### src/rtl/serial_adder_ctrl.sv
// Bit-serial add/subtract controller: drives one shared full-adder cell LSB first,
// chaining the carry through a flop and assembling the result in a shift register.
module serial_adder_ctrl #(
    parameter  int WIDTH = 8,
    localparam int CNT_W = $clog2(WIDTH + 1)
) (
    input  logic             clk,
    input  logic             rst_n,
    input  logic             start,
    input  logic             sub,
    input  logic [WIDTH-1:0] a,
    input  logic [WIDTH-1:0] b,
    output logic             busy,
    output logic             done,
    output logic [WIDTH-1:0] sum,
    output logic             cout,
    output logic             overflow
);

    typedef enum logic [1:0] {
        IDLE,
        RUN,
        DONE
    } state_t;

    state_t             state_q, state_d;
    logic [WIDTH-1:0]   op_a_q, op_b_q;
    logic [WIDTH-1:0]   sum_q;
    logic [CNT_W-1:0]   cnt_q;
    logic               carry_q;
    logic               cout_q, ovf_q;

    logic               last_bit;
    logic               fa_s, fa_cn;

    // Operands shift right as bits are consumed, so bit 0 is always bit "counter".
    assign fa_s     = op_a_q[0] ^ op_b_q[0] ^ carry_q;
    assign fa_cn    = (op_a_q[0] & op_b_q[0]) | (op_b_q[0] & carry_q) | (op_a_q[0] & carry_q);
    assign last_bit = (cnt_q == CNT_W'(WIDTH - 1));

    always_ff @(posedge clk or negedge rst_n) begin
        if (!rst_n) begin
            state_q <= IDLE;
        end else begin
            // NOTE: sequential state uses non-blocking assignments so every flop samples pre-edge values.
            state_q <= state_d;
        end
    end

    always_comb begin
        // NOTE: default first so no path leaves state_d unassigned (which would infer a latch).
        state_d = state_q;
        case (state_q)
            IDLE:    if (start)    state_d = RUN;
            RUN:     if (last_bit) state_d = DONE;
            DONE:                  state_d = IDLE;
            default:               state_d = IDLE;
        endcase
    end

    always_ff @(posedge clk or negedge rst_n) begin
        if (!rst_n) begin
            op_a_q  <= '0;
            op_b_q  <= '0;
            sum_q   <= '0;
            cnt_q   <= '0;
            carry_q <= 1'b0;
            cout_q  <= 1'b0;
            ovf_q   <= 1'b0;
        end else begin
            case (state_q)
                IDLE: begin
                    if (start) begin
                        // Subtract is a + ~b + 1: invert b here, the +1 enters as carry-in.
                        op_a_q  <= a;
                        op_b_q  <= sub ? ~b : b;
                        carry_q <= sub;
                        cnt_q   <= '0;
                    end
                end
                RUN: begin
                    sum_q   <= {fa_s, sum_q[WIDTH-1:1]};
                    op_a_q  <= op_a_q >> 1;
                    op_b_q  <= op_b_q >> 1;
                    carry_q <= fa_cn;
                    cnt_q   <= cnt_q + 1'b1;
                    if (last_bit) begin
                        cout_q <= fa_cn;
                        ovf_q  <= carry_q ^ fa_cn;
                    end
                end
                default: ;
            endcase
        end
    end

    assign busy     = (state_q == RUN);
    assign done     = (state_q == DONE);
    assign sum      = sum_q;
    assign cout     = cout_q;
    assign overflow = ovf_q;

endmodule
### config.mk
export PLATFORM = sky130hd
export DESIGN_NAME = serial_adder_ctrl
export DESIGN_NICKNAME = d
export VERILOG_FILES = /design/src/rtl/serial_adder_ctrl.sv
export SDC_FILE = /design/constraint.sdc
export NUM_CORES = 1
export LEC_CHECK = 0
export BUFFER_PORTS_ARGS = -buffer_cell sky130_fd_sc_hd__buf_4
export CORE_MARGIN = 3
export CORE_UTILIZATION = 40
export DETAILED_ROUTE_END_ITERATION = 16
export MAX_ROUTING_LAYER = met4
export PLACE_DENSITY_LB_ADDON = 0.08
export SLEW_MARGIN = 20
export SYNTH_ARGS = -nofsm -noshare
export SYNTH_HDL_FRONTEND = slang
export SYNTH_SLANG_ARGS = --single-unit
### constraint.sdc
create_clock -name clk -period 2.7 [get_ports clk]
set_input_delay 0.27 -clock clk [delete_from_list [all_inputs] [get_ports clk]]
set_output_delay 0.27 -clock clk [all_outputs]
set_load 0.01 [all_outputs]
==> results.md <==
- The flow ran to the end, and the final reports show no timing, DRC or antenna violations.
- The number of pins with negative max-slew slack in the final report is 0.
- For this configuration, the core starts out at a cell density of 0.419.
- During placement, the flow inserted port buffers numbering 31.
- The post-cts resize count is 0.
- The total detailed-routing wirelength is 3.07 mm.
- In this run the worst hold path is classified as input port to register.
- The ratio of final minimum period to clock period is 0.744.
- The power share of the sequential group is 0.454.
- In the final timing run, aggregate negative setup slack is 0 ns.
- The kind of end point of the critical path is an output pin.
- VDD sags by at most 0.000373 V.
- For this run, the top clock speed supported by timing is about 500 MHz.
- The placer's final routability congestion estimate is between 0.7 and 0.8.
- The level count of the clock H-tree is 2.
- The number of fill cells in the layout is roughly 360.
- The count of warnings emitted by yosys is 0.
- The DRC violation count after routing is 0.
- Entering global routing, the biggest net connects 34 pins.
- Counting every net in the synthesized netlist gives between 150 and 200.
- The share of total power dissipated in the clock network is 0.165.
- Along the worst hold path, the cell count comes to 3.
- For this run, the detailed router's first-pass iteration total came to 4.
- The mapped netlist covers between 1500 and 2000 sq um.
- The die is slightly below 70 um tall.
- The global-route total usage across every layer is 0.158.
- The wire-length estimate of the detail-placed layout is approximately 2.2 mm.
- The reported leakage power is 0.952 nW.
- The number of nets in the final layout is 200.
- The worst-case reg-to-reg path depth is 3.
- At the worst endpoint, the required time is 2.43 ns.
- Setup violations remaining at the end of the flow were counted as 0.
- The biggest area contributor in the post-synthesis netlist is dfrtp_1.
- The total count of hold-check failures in the final report is 0.
- Leaving out fill and tap cells, the most frequent cell in the layout is nand2_1.
- Sorting the synthesized cells by area gives the leading types as dfrtp_1 53%, nand2_1 8.9%, and3b_1 5.6%.
- Cell internal power was estimated by the tool at about 1.2 mW.
- The slew at the pin closest to its max-slew limit is ~0.82 ns.
- For this run, the register share of the synthesized area comes to 0.530.
- Clock latency on the worst-skew pair, taken at its later pin, is between 0.2 and 0.3 ns.
- For the finished layout, the period the worst path requires is 2.01 ns.
- The number of antenna cells inserted is 0.
- On the final layout, the worst clock skew is between 0.005 and 0.006 ns.
- The number of antenna violations at the first check in global routing is 0.
- The worst hold path begins at a[0].
- The first global-routing pass estimated about 5.3 mm of wire.
- The via count of the first global-routing pass was 1172.
- The area of the core region is roughly 3700 sq um.
- In this run the critical register-to-register path is captured at op_b_q[1].
- Setup repair after global routing left no endpoint under its margin.
- For this design the total switching power over the nets is 0.739 mW.
- In the layout the commonest cells are 37 x nand2_1, 33 x dfrtp_1, 32 x buf_4, 10 x and3b_1, 10 x o21ai_0.
- The worst setup path is of the register to output pin kind.
- For flop-to-flop paths, the worst setup slack is between 0.8 and 0.9 ns.
- Counting the buffers created by CTS gives 5.
- The total overflow left after global routing is 0.
- The startpoint type of the worst setup path is a register.
- In this run the power density over the cells is 1050 nW/um^2.
- The initialized floorplan defines 22 standard-cell rows.
- The number of nets with antenna violations after detailed routing is 0.
- Counting flops and latches in the post-synthesis netlist gives 33.
- The buffer depth of the longest clock path is 2.
- The sink of the worst hold path is op_a_q[0].
- The largest driver fanout on the critical path is 27.
- The overall via count from detail_route is between 1000 and 1500.
- The per-cell via count in the routed design is between 5 and 6.
- The portion of total power attributed to combinational logic is 0.381.
- After detailed routing, the average wire length per cell comes to 13.7 um.
- After clock tree synthesis, the clock-pin slew on the worst setup and hold paths is ~0.06 ns.
- The tightest slew margin relative to the limit is 0.455.
- In the synthesized netlist the async set-or-reset flop fraction comes to 1.00.
- The count of mapped cells out of synthesis is 147.
- The growth of design area from synthesis to finish is 21.4%.
- For the worst setup path, the data arrival time is 1.74 ns.
- The synthesized area per cell is about 11 sq um.
- The tree built by TritonCTS fans out to 33 sinks.
- The violation count after the first detailed-route iteration is between 60 and 70.
- The root buffer cell is clkbuf_8.
- The tool flagged a number of max-cap violations equal to 0.
- The hold buffer count at cts is 1.
- The dominant register cell in the synthesized netlist is dfrtp_1.
- After layout, the design draws a total of between 1.5 and 2 mW.
- The number of enable-type register cells in the synthesized netlist is 0.
- The start of the worst register-to-register path is state_q[0].
- The share of synthesized area in the top cell type comes to 0.530.
- The buffers inserted during post-CTS setup optimization is 0.
- The switching share of total power is 0.374.
- The die is ~68 um wide.
- The area enclosed by the die boundary is around 4700 sq um.
- The CTS tree is yes.
- For this design the top-level I/O count stands at 32.
- The ratio of cells with drive above 1 in the final layout is 0.254.
- The number of different library cells used by synthesis comes to 27.
- Hold timing on the final database bottoms out at a slack of approximately 0.29 ns.
[through the flow]
step                setup WS (ns)   util  instance area [sq um]  std cells
detailed placement          0.867  0.486                   1810        218
global route                0.525  0.509                   1890        225
CTS                         0.690  0.509                   1890        225
finish                      0.690  0.509                   1890        225
floorplan                    1.33      -                   1560        147
global placement            0.932  0.486                   1810        218
[flip-flops by register name, summed over array words and instances (netlist names)]
signal / flops
sum: 8
op_a_q: 8
cnt_q: 4
carry_q: 1
op_b_q: 8
overflow: 1
cout: 1
state_q: 2
[critical path: stages, from the launching register on]
cell      delay, ns
dfrtp_1        0.87
nand2b_4       0.22
inv_2          0.21
buf_4          0.15
[power groups by stage]
stage               sequential, mW  clock, mW  combinational, mW
detailed placement           0.905          0              0.769
floorplan                    0.839          0              0.577
global placement             0.903          0              0.736
CTS                          0.901      0.337              0.770
global route                 0.937      0.361              0.863
finish                       0.899      0.326              0.754
[cell families (layout without fill, tap and decap cells)]
kind of cell,count (synthesis),count (layout),share of synthesized area
adder cells (fa/ha/maj),2,2,0.0209
AO/OA/AOI/OAI,31,31,0.141
AND/OR/NAND/NOR,58,58,0.198
XOR/XNOR,9,9,0.0506
flip-flops,33,33,0.530
buffers and inverters,11,41,0.0377
multiplexers,3,3,0.0217
[worst max-delay path by stage]
stage                    start   endpoint  slack, ns  cells after the start
global route        state_q[0]       busy       0.53                      3
detailed placement  state_q[0]  op_b_q[1]       0.87                      3
floorplan            op_a_q[0]   overflow       1.33                      3
global placement    state_q[0]   overflow       0.93                      3
finish              state_q[0]       busy       0.69                      3
CTS                 state_q[0]       busy       0.69                      3
[cells in the mapped netlist (2+ instances only)]
library cell / instances
dfrtp_1: 33
nand3_1: 3
o21ai_0: 10
a22oi_1: 5
xor2_1: 9
a21oi_1: 4
clkbuf_1: 2
buf_2: 5
nor2b_1: 2
mux2_2: 3
and3b_1: 10
a221o_1: 7
nor2_1: 2
a22o_1: 3
nand2_1: 37
[layout make-up]
class	instances	area [sq um]	share of cell area
clock inverter	1	5.00	0.00265
inverter	2	7.51	0.00397
multi-input combinational	103	673	0.356
tap	48	60.1	0.0318
timing repair buffer	33	250	0.132
sequential	33	826	0.437
clock buffer	5	68.8	0.0364
[layer usage]
metal | vias to the layer above | share of wire | track usage
met3 | 4 | 0.039 | 0.0345
met4 | 0 | 0.0088 | 0.0670
met2 | 23 | 0.48 | 0.238
met1 | 542 | 0.47 | 0.204
li1 | 569 | - | -
met5 | - | 0 | -
No activity file was read; power rests on OpenSTA's default activity.
